<file path="config.mk">
export PLATFORM = sky130hd
export DESIGN_NAME = wave_chan_mux
export DESIGN_NICKNAME = d
export VERILOG_FILES = /design/src/rtl/wave_chan_mux.sv
export SDC_FILE = /design/constraint.sdc
export NUM_CORES = 1
export LEC_CHECK = 0
export CAP_MARGIN = 20
export CORE_MARGIN = 3
export CORE_UTILIZATION = 50
export CTS_BUF_LIST = sky130_fd_sc_hd__clkbuf_4 sky130_fd_sc_hd__clkbuf_8
export CTS_CLUSTER_SIZE = 12
export DETAILED_ROUTE_END_ITERATION = 6
export GPL_TIMING_DRIVEN = 0
export PLACE_DENSITY = 0.8
export SETUP_SLACK_MARGIN = 0.15
export SYNTH_ARGS = -nofsm -noshare
export SYNTH_HDL_FRONTEND = slang
export SYNTH_SLANG_ARGS = --single-unit
</file>
<file path="constraint.sdc">
create_clock -name clk -period 2.9 [get_ports clk]
set_clock_uncertainty 0.2 [all_clocks]
set_input_delay 0.29 -clock clk [delete_from_list [all_inputs] [get_ports clk]]
set_output_delay 0.29 -clock clk [all_outputs]
set_load 0.05 [all_outputs]
</file>
<file path="src/rtl/wave_chan_mux.sv">
// wave_chan_mux
//   Channel multiplexer and phase stepper for the QSPI waveform generator.
//   A single phase accumulator addresses NCH waveform ROMs in parallel. The
//   active channel gets a one-hot read enable. The returned sample is scaled
//   by a power-of-two gain and registered toward the DAC. Control words that
//   arrive while running are held in a shadow copy. They take effect only when
//   the phase wraps, so a period is never cut mid-way.
//
//   Optional build macro: WAVE_MUX_SAT_EN
//     defined   : left-shift gain saturates to all-ones on overflow
//     undefined : left-shift gain truncates to DW bits
//
// Ports
//   clk, rst_n            clock, synchronous active-low reset
//   ctrl_valid            strobe qualifying ctrl_sel / ctrl_gain / ctrl_freq
//   ctrl_sel   [SW]       requested channel (values >= NCH leave sel unchanged)
//   ctrl_gain  [3]        [2]=0 shift right by [1:0], [2]=1 shift left by [1:0]
//   ctrl_freq  [3]        phase step = 1 << ctrl_freq
//   run                   advance phase and read the ROMs
//   rd_addr    [AW]       shared ROM address
//   rd_en      [NCH]      one-hot ROM enable for the active channel
//   rd_data    [NCH*DW]   ROM outputs, channel k at [k*DW +: DW], 1-cycle latency
//   data_out   [DW]       scaled sample
//   data_valid            data_out refreshed this cycle
//   pending               shadowed word waiting for the next wrap
module wave_chan_mux #(
  parameter  int NCH = 4,
  parameter  int DW  = 12,
  parameter  int AW  = 9,
  localparam int SW  = $clog2(NCH)
) (
  input  logic                clk,
  input  logic                rst_n,
  input  logic                ctrl_valid,
  input  logic [SW-1:0]       ctrl_sel,
  input  logic [2:0]          ctrl_gain,
  input  logic [2:0]          ctrl_freq,
  input  logic                run,
  output logic [AW-1:0]       rd_addr,
  output logic [NCH-1:0]      rd_en,
  input  logic [NCH*DW-1:0]   rd_data,
  output logic [DW-1:0]       data_out,
  output logic                data_valid,
  output logic                pending
);

  typedef struct packed {
    logic [SW-1:0] sel;
    logic [2:0]    gain;
    logic [2:0]    freq;
  } ctrl_t;

  localparam logic [SW:0] NCH_W = (SW+1)'(NCH);

  ctrl_t                 act_q, sh_q, word_direct, word_shadow;
  logic                  pend_q;
  logic [AW-1:0]         addr_q;
  logic [AW:0]           step, sum;
  logic                  wrap, sel_ok;

  // vld_pipe[0] is the read issued this cycle; vld_pipe[2] is data_valid.
  logic [2:0]            vld_pipe;
  logic [SW-1:0]         s1_sel;
  logic [2:0]            s1_gain;
  logic [NCH-1:0][DW-1:0] rom_w;
  logic [DW-1:0]         smp, scaled;

  assign rom_w = rd_data;

  // Phase step and wrap detection. The carry out of the AW+1 bit sum marks
  // the cycle on which the period ends.
  always_comb begin
    step   = {{AW{1'b0}}, 1'b1} << act_q.freq;
    sum    = {1'b0, addr_q} + step;
    wrap   = run & sum[AW];
    sel_ok = {1'b0, ctrl_sel} < NCH_W;
    // An out-of-range sel keeps whichever sel would otherwise apply next.
    word_direct = '{sel: sel_ok ? ctrl_sel : act_q.sel,
                    gain: ctrl_gain, freq: ctrl_freq};
    word_shadow = '{sel: sel_ok ? ctrl_sel : (pend_q ? sh_q.sel : act_q.sel),
                    gain: ctrl_gain, freq: ctrl_freq};
  end

  always_ff @(posedge clk) begin
    if (!rst_n) begin
      addr_q <= '0;
      act_q  <= '0;
      sh_q   <= '0;
      pend_q <= 1'b0;
    end else begin
      if (run) addr_q <= sum[AW-1:0];
      // The wrap swaps in the old shadow. A coincident write lands in the
      // shadow afterwards and stays pending until the next wrap.
      if (wrap && pend_q) act_q <= sh_q;
      if (ctrl_valid && run) begin
        sh_q   <= word_shadow;
        pend_q <= 1'b1;
      end else if (ctrl_valid) begin
        act_q  <= word_direct;
        pend_q <= 1'b0;
      end else if (wrap) begin
        pend_q <= 1'b0;
      end
    end
  end

  assign rd_addr  = addr_q;
  assign rd_en    = (run && rst_n) ? (NCH'(1) << act_q.sel) : '0;
  assign pending  = pend_q;
  assign vld_pipe[0] = run & rst_n;

  // Stage 1 carries sel and gain alongside the ROM access. This keeps a
  // channel or gain switch aligned with the first sample read after the wrap.
  always_ff @(posedge clk) begin
    if (!rst_n) begin
      vld_pipe[2:1] <= '0;
      s1_sel        <= '0;
      s1_gain       <= '0;
      data_out      <= '0;
    end else begin
      vld_pipe[2:1] <= vld_pipe[1:0];
      s1_sel        <= act_q.sel;
      s1_gain       <= act_q.gain;
      if (vld_pipe[1]) data_out <= scaled;
    end
  end

  assign smp = rom_w[s1_sel];

`ifdef WAVE_MUX_SAT_EN
  logic [DW+2:0] wide;
  always_comb begin
    wide = {3'b000, smp} << s1_gain[1:0];
    if (!s1_gain[2])        scaled = smp >> s1_gain[1:0];
    else if (|wide[DW+2:DW]) scaled = '1;
    else                    scaled = wide[DW-1:0];
  end
`else
  always_comb begin
    if (!s1_gain[2]) scaled = smp >> s1_gain[1:0];
    else             scaled = smp << s1_gain[1:0];
  end
`endif

  assign data_valid = vld_pipe[2];

endmodule

</file>
* Word-level counts from Yosys, hierarchy flattened
Index checks and enable logic that the tools add are counted.
** Storage, ports and cells
- Logic and storage cells :: 34
- Input port bits :: 60
- Output and inout bits :: 27
- Register bits :: 45
** Operators by class
- Reduce and logical (&&, ||, !) cells :: 4
- Add/subtract/negate cells :: 1
- Shifts and indexed selects :: 4
- Bitwise operators :: 2
- Muxes and demuxes :: 10
- Magnitude comparators :: 1
** Operators with widths (count)
- binary-select mux 12 bit (select 2 bit) :: 1
- 2-to-1 mux 12 bit :: 2
- 2-to-1 mux 8 bit :: 3
- left shift 12 x 2 -> 12 bit :: 1
- >> shifter 12 x 2 -> 12 bit :: 1
- adder 9 x 10 -> 10 bit :: 1
- left shift 1 x 3 -> 10 bit (first input constant) :: 1
- 2-to-1 mux 4 bit :: 1
- left shift 1 x 2 -> 4 bit (first input constant) :: 1
- logical AND 1 bit :: 3
- < comparator 2 x 3 -> 1 bit (second input constant) :: 1
- 2-to-1 mux 1 bit :: 3
- nonzero test 3 bit :: 1
- bitwise AND 1 bit :: 2

* Logic depth before layout (Yosys ltp)
Gate-level depths: netlist of the first run.
- Depth after elaboration :: 7
- Mapped depth :: 12
- Depth with buffers taken out :: 9

* Least setup slack after synthesis of the first run
Ideal clock, no wire load.
- Path type :: reg-to-reg
- From :: register act_q[2] in the netlist's numbering
- To :: register act_q[0] in the netlist's numbering
- Setup time :: 0.124 ns
- Path buffers :: 3
- Slack :: 0.415 ns
- Data required time :: 2.576 ns
- Data arrival time :: 2.161 ns
- Stages on the path, launching flop included :: 11
- Clock period less this slack :: 2.485 ns
- Cell sequence :: dfxtp_1 clkbuf_1 and3b_1 ha_1 a21o_1 a21oi_1 a21o_1 clkbuf_1 a21bo_2 buf_2 a211oi_1
** Between the ends
- Longest elaborated chain between the ends :: 7
** RTL lines
- start: declaration :: RTL line 55 : ctrl_t act_q, sh_q, word_direct, word_shadow;
- start signal: assignment :: RTL line 94 : if (wrap && pend_q) act_q <= sh_q;
- start signal: assignment :: RTL line 99 : act_q <= word_direct;
- left shift 1 x 3 -> 10 bit (*) :: RTL line 73 : step = {{AW{1'b0}}, 1'b1} << act_q.freq;
- adder 9 x 10 -> 10 bit (*) :: RTL line 74 : sum = {1'b0, addr_q} + step;
- bitwise AND 1 bit (*) :: RTL line 75 : wrap = run & sum[AW];
- logical AND 1 bit (*) :: RTL line 94
- 2-to-1 mux 8 bit (*) :: RTL line 94
- 2-to-1 mux 8 bit :: RTL line 98 : end else if (ctrl_valid) begin
- 2-to-1 mux 8 bit (*) :: RTL line 95 : if (ctrl_valid && run) begin
Every way passes the cells marked *; elsewhere a longest branch is shown, timed or not.
A chain may end at the register's enable or synchronous reset.

* Worst setup path in the final report of the first run
- From :: register act_q[0] in the netlist's numbering
- To :: register act_q[0] in the netlist's numbering
** Between the ends
- Longest elaborated chain between the ends :: 7
** RTL lines (RTL line)
- left shift 1 x 3 -> 10 bit :: 73
- adder 9 x 10 -> 10 bit :: 74
- bitwise AND 1 bit :: 75
- logical AND 1 bit :: 94
- 2-to-1 mux 8 bit (*) :: 94
- 2-to-1 mux 8 bit :: 98
- 2-to-1 mux 8 bit (*) :: 95
Marks and branches as above.

==> run_results.csv, run 1 <==
group,metric,value,unit
die,fp-row-count,30,
synthesis,synth_ff_type,"dfxtp_1",
layout,layout.cells.non_filler,581,
worst_setup_path,worstSetupPathType,"reg -> reg",
clock_tree,cts.sinks,45,
place,dpl.hpwl,8060,um
sta,hold_viol_final,0,
route,ant_nets,0,
route,drtIter0Drc,333,
layout,nets,553,
place,pre_cts_ws,-0.269,ns
global_routing,grt_pass1_vias,3530,
worst_setup_path,reg2reg_slack,0.25,ns
synthesis,synth_top_area_frac,0.253,
synthesis,async_reset_ff_frac,0,
route,vias,3757,
worst_setup_path,worstSetupEndpointType,"flop",
clock_tree,worstSkewPairLatency,0.30,ns
die,die_h,90.4,um
route,firstDrtPassIters,5,
die,die_w,90.4,um
synthesis,syn_inst,390,
global_routing,grt_max_degree,15,
layout,drive_gt1_frac,0.128,
layout,final_cell_mix,"clkdlybuf4s50_1 (82), dfxtp_1 (45), nand2_1 (38)",
global_routing,grt_pass1_wl,17500,um
worst_setup_path,timing.rr.start,"act_q[0]$_SDFF_PN0_",
sta,worstMarginPinSlew,0.583,ns
sta,rsz0062_at_grt,"false",
global_routing,grt.total_usage,0.260,
worst_setup_path,worstSetupStartpointType,"flop",
place,dp.cells,572,
worst_hold_path,min_from,"sh_q[2]$_SDFFE_PN0P_",
layout,antennaDiodeCount,0,
synthesis,synth-seq-area-share,0.253,
route,wl,10900,um
worst_setup_path,crit_fanout,10,
sta,worst_slew_margin_rel,0.611,
die,start_util,0.521,
layout,fillers,562,
clock_tree,clockBufferDepth,2,
route,wl_per_cell,18.7,um
clock_tree,htreeDepth,2,
place,gp_congestion,0.920,
layout,design_area,4710,um^2
job,cap_viol_max_count,0,
sta,period_minus_slack,2.65,ns
synthesis,synth_area,3560,um^2
global_routing,antenna_found_initial,0,
synthesis,synth_edf_count,0,
sta,clock.fmax,0.377,GHz
clock_tree,root_buffer,"clkbuf_8",
synthesis,synth.largest_area_cell,"dfxtp_1",
worst_setup_path,reg2reg_depth,9,
sta,tns,0,ns
route,drc,0,
global_routing,overflow,0,
synthesis,avgSynthCellArea,9.13,um^2
die,top_level_ports,87,
layout,area_growth,32.3,%
run_status,status,"completed",
sta,setup_viol,0,
clock_tree,path_clk_slew,0.09,ns
worst_hold_path,hold_class,"reg -> reg",
synthesis,synth-seq-cells,45,
clock_tree,cts_buffers,5,
worst_hold_path,whs_endpoint,"sh_q[2]$_SDFFE_PN0P_",
synthesis,yosys_warnings,0,
power_and_ir_drop,irDropWorstVdd,0.000307,V
synthesis,synth_fp_nets,459,
route,avgViaCountPerCell,6.47,
die,core_area,6830,um^2
worst_hold_path,hold_depth,2,
clock_tree,holdBufCountCts,0,
worst_setup_path,cp.arrival,2.64,ns
die,die_area,8170,um^2
power_and_ir_drop,design_power_total,1770,uW
synthesis,netlist_top_cells_area,"dfxtp_1 (25%), mux4_2 (13%), mux4_1 (8.9%), a21oi_1 (5.1%), mux2i_1 (4.8%)",
synthesis,synthDistinctLibCells,58,
place,place_area,4540,um^2
place,io_buffers,86,
worst_setup_path,worstPathRequired,2.89,ns
sta,finalCritPeriodShare,0.914,
worst_setup_path,r2r-end,"act_q[0]$_SDFF_PN0_",
power_and_ir_drop,powerDensity,375,nW/um^2
layout,final_common_cell,"clkdlybuf4s50_1",
clock_tree,cts_tree,"built",
power_and_ir_drop,leakage,0.00172,uW
sta,fin_ws,0.250,ns
sta,finalMaxSlewViolations,0,
[synthesized netlist by cell type, types with 4 or more instances]
| master | count |
|---|---|
| mux4_2 | 20 |
| a211oi_1 | 10 |
| mux2i_1 | 17 |
| nor3_1 | 9 |
| dfxtp_1 | 45 |
| o21ai_0 | 22 |
| mux4_1 | 12 |
| inv_1 | 7 |
| nor3b_1 | 4 |
| nor2b_1 | 5 |
| a21oi_1 | 36 |
| nand4_1 | 5 |
| ha_1 | 8 |
| nand2_1 | 38 |
| clkbuf_1 | 17 |
| and3_1 | 7 |
| nor2_1 | 28 |
| nand2b_1 | 13 |
| nand3_1 | 16 |
| o21a_1 | 4 |
| and2_1 | 8 |
| buf_2 | 6 |
[sequential cells by signal (all words and copies together), names as in the netlist]
signal,flops
vld_pipe,1
data_out,12
act_q,8
sh_q,8
s1_sel,2
rd_addr,9
data_valid,1
s1_gain,3
pending,1
[kinds of logic (layout without fill, tap and decap cells)]
group / count (synthesis) / in the layout / synth area share
buffers and inverters: 40 / 135 / 0.0598
flip-flops: 45 / 45 / 0.253
adder cells (fa/ha/maj): 9 / 9 / 0.0337
XOR/XNOR: 1 / 1 / 0.00246
multiplexers: 51 / 51 / 0.269
AND/OR/NAND/NOR: 144 / 144 / 0.204
AO/OA/AOI/OAI: 100 / 100 / 0.178
[how the worst max path moves through the flow]
stage               slack (ns)                start             endpoint
finish                    0.25  act_q[0]$_SDFF_PN0_  act_q[0]$_SDFF_PN0_
global route              0.14  act_q[0]$_SDFF_PN0_  act_q[1]$_SDFF_PN0_
detailed placement       -0.27                  run             rd_en[3]
floorplan                 0.42  act_q[2]$_SDFF_PN0_  act_q[0]$_SDFF_PN0_
global placement         -0.24                  run             rd_en[3]
CTS                       0.13                rst_n             rd_en[3]
[per-layer routing]
metal / part of all wire / global-route usage / routed length, um
met1: 0.42 / 0.350 / 4530
met2: 0.49 / 0.435 / 5320
met3: 0.071 / 0.0367 / 773
met4: 0.022 / 0.0829 / 235
met5: 0 / 0 / 0
[critical path: stages (launching register included)]
cell      delay, ns
dfxtp_1        0.32
clkbuf_2       0.21
nor2_1         0.09
ha_1           0.35
a21oi_1        0.28
nor2_1         0.10
a21oi_2        0.42
a21bo_2        0.21
buf_2          0.23
a211oi_2       0.11
[area by class of cell]
type	count	area, um^2	area share
multi-input combinational	305	2480	0.528
sequential	45	901	0.191
timing repair buffer	87	863	0.183
buffer	31	191	0.0407
tap	96	120	0.0255
clock buffer	6	76.3	0.0162
clock inverter	2	38.8	0.00824
inverter	9	33.8	0.00718
[power by group]
part           internal, uW  switching [uW]  total (uW)
registers               657            33.9         691
clock network           268             228         497
logic                   269             309         578
[through the flow]
| step | hold WS [ns] | utilization |
|---|---|---|
| after floorplan | 0.231 | - |
| after global placement | 0.236 | 0.665 |
| after detailed placement | 0.241 | 0.665 |
| after CTS | 0.253 | 0.682 |
| after global routing | 0.269 | 0.689 |
| final | 0.254 | 0.689 |
[what timing repair did]
| action | CTS | global route |
|---|---|---|
| buffers inserted | 0 | 1 |
| resized for setup | 9 | 17 |
| setup endpoints to repair | 12 | 11 |
| pin swaps | 0 | 1 |
No activity file was read; power rests on OpenSTA's default activity.
==> run 2, diff against run 1 <==
--- a/config.mk
+++ b/config.mk
@@ -5,6 +5,7 @@
 export SDC_FILE = /design/constraint.sdc
 export NUM_CORES = 1
 export LEC_CHECK = 0
+export ABC_CLOCK_PERIOD_IN_PS = 2900
 export CAP_MARGIN = 20
 export CORE_MARGIN = 3
 export CORE_UTILIZATION = 50
@@ -13,6 +14,7 @@
 export DETAILED_ROUTE_END_ITERATION = 6
 export GPL_TIMING_DRIVEN = 0
 export PLACE_DENSITY = 0.8
+export REMOVE_ABC_BUFFERS = 1
 export SETUP_SLACK_MARGIN = 0.15
 export SYNTH_ARGS = -nofsm -noshare
 export SYNTH_HDL_FRONTEND = slang
==> run 2 against run 1 <==
  * Utilization down 2.5 points
  * Power decreased by 2.8%
  * Sequential share of layout area up 0.82 points
  * Critical path type is now in -> out
  * Worst setup slack better by 0.041 ns
  * Cell count shrank 5.3%
  * Combinational power fell by 9.7%
  * Critical endpoint is now rd_en[2]
==> run_results.csv, run 2 (same netlist as run 1, synthesis figures left out) <==
group,metric,value,unit
die,die_w,90.4,um
route,firstDrtPassIters,5,
worst_setup_path,reg2reg_depth,7,
die,core_area,6830,um^2
sta,worstMarginPinSlew,0.804,ns
clock_tree,path_clk_slew,0.09,ns
die,fp-row-count,30,
layout,final_cell_mix,"clkdlybuf4s50_1 (84), dfxtp_1 (44), nand2_1 (38)",
die,start_util,0.521,
sta,setup_viol,0,
sta,finalMaxSlewViolations,0,
layout,antennaDiodeCount,0,
global_routing,overflow,0,
clock_tree,cts_buffers,5,
worst_hold_path,hold_depth,2,
route,wl,9640,um
power_and_ir_drop,design_power_total,1720,uW
worst_hold_path,min_from,"sh_q[7]$_SDFFE_PN0P_",
place,gp_congestion,0.839,
route,drtIter0Drc,276,
layout,regMostFlops,"data_out",
sta,period_minus_slack,2.61,ns
sta,rsz0062_at_grt,"false",
die,die_area,8170,um^2
worst_hold_path,whs_endpoint,"sh_q[7]$_SDFFE_PN0P_",
clock_tree,htreeDepth,2,
sta,clock.fmax,0.383,GHz
worst_setup_path,worstSetupStartpointType,"input pin",
worst_setup_path,worstPathRequired,2.41,ns
clock_tree,clockBufferDepth,2,
layout,design_area,4530,um^2
sta,hold_viol_final,0,
layout,layout.cells.non_filler,550,
layout,area_growth,27.4,%
run_status,status,"completed",
route,avgViaCountPerCell,6.29,
clock_tree,cts_setup_buffers,0,
route,ant_nets,0,
job,cap_viol_max_count,0,
route,wl_per_cell,17.5,um
layout,nets,523,
clock_tree,root_buffer,"clkbuf_8",
worst_setup_path,crit_fanout,32,
worst_hold_path,hold_class,"reg -> reg",
global_routing,antenna_found_initial,0,
worst_setup_path,worstSetupPathType,"in -> out",
worst_setup_path,worstSetupEndpointType,"primary output",
global_routing,grt_pass1_wl,16100,um
route,drc,0,
global_routing,grt.total_usage,0.237,
worst_setup_path,reg2reg_slack,0.34,ns
power_and_ir_drop,irDropWorstVdd,0.000295,V
die,die_h,90.4,um
power_and_ir_drop,leakage,0.00161,uW
place,io_buffers,86,
layout,largest_reg_flops,12,
layout,drive_gt1_frac,0.0881,
power_and_ir_drop,powerDensity,379,nW/um^2
sta,worst_slew_margin_rel,0.463,
sta,finalCritPeriodShare,0.900,
clock_tree,worstSkewPairLatency,0.31,ns
clock_tree,cts_tree,"built",
layout,post-route-util,0.664,
place,dpl.hpwl,7180,um
layout,final_common_cell,"clkdlybuf4s50_1",
worst_setup_path,cp.arrival,2.12,ns
place,place_area,4420,um^2
worst_setup_path,r2r-end,"act_q[7]$_SDFF_PN0_",
global_routing,grt_pass1_vias,3347,
clock_tree,cts.sinks,45,
global_routing,grt_max_degree,38,
route,vias,3462,
die,top_level_ports,87,
place,dp.cells,543,
worst_setup_path,timing.rr.start,"act_q[2]$_SDFF_PN0_",
layout,fillers,573,
[run 2: cell types whose count changed in the layout (fill, tap and decap cells not counted), moves of 3 or more]
cell,change
dlygate4sd2_1,-4
a211oi_1,+6
a211oi_2,-6
buf_4,-3
clkbuf_1,-12
clkbuf_4,-3
buf_2,-8
[run 2: what timing repair did]
item	CTS	global route
endpoints found under the setup margin	10	14
gates cloned	0	0
hold buffers	0	0
resized for setup	6	2
[run 2: layout make-up]
cell class | count | area, um^2 | share of cell area
tap | 96 | 120 | 0.0265
clock buffer | 5 | 68.8 | 0.0152
clock inverter | 2 | 38.8 | 0.00855
inverter | 9 | 33.8 | 0.00745
sequential | 45 | 905 | 0.200
timing repair buffer | 88 | 918 | 0.203
multi-input combinational | 305 | 2450 | 0.540
[run 2: metrics by stage]
step                setup WS, ns  hold slack (ns)  setup TNS (ns)
floorplan                -0.0307            0.185         -0.0307
global placement          -0.399            0.238           -5.05
detailed placement        -0.302            0.243           -3.27
CTS                        0.163            0.255               0
global route               0.175            0.285               0
finish                     0.291            0.255               0
[run 2: metal layers]
layer | vias up | share of wire | GRT usage | routed length, um
met5 | - | 0 | 0 | 0
met4 | 0 | 0.021 | 0.0778 | 205
met3 | 26 | 0.059 | 0.0375 | 564
met2 | 151 | 0.50 | 0.409 | 4870
met1 | 1671 | 0.42 | 0.302 | 4000
li1 | 1614 | - | - | -
[run 2: critical path, cell delays in order]
cell	delay [ns]
clkdlybuf4s15_2	0.54
nand2_1	0.21
nor3b_1	0.24
clkdlybuf4s50_1	0.84
[run 2: how the worst max path moves through the flow]
stage,startpoint,endpoint,depth (start not counted)
after floorplan,s1_sel[1]$_SDFF_PN0_,data_out[8]$_SDFFE_PN0P_,4
after global placement,s1_sel[1]$_SDFF_PN0_,data_out[8]$_SDFFE_PN0P_,4
after detailed placement,rst_n,rd_en[2],4
after CTS,act_q[2]$_SDFF_PN0_,act_q[7]$_SDFF_PN0_,8
after global routing,rst_n,rd_en[2],4
final,rst_n,rd_en[2],4
[run 2: power breakdown]
part | switching [uW] | internal [uW] | total (uW)
sequential | 57.4 | 657 | 714
combinational | 265 | 257 | 522
clock | 225 | 255 | 480
total | 548 | 1170 | 1720
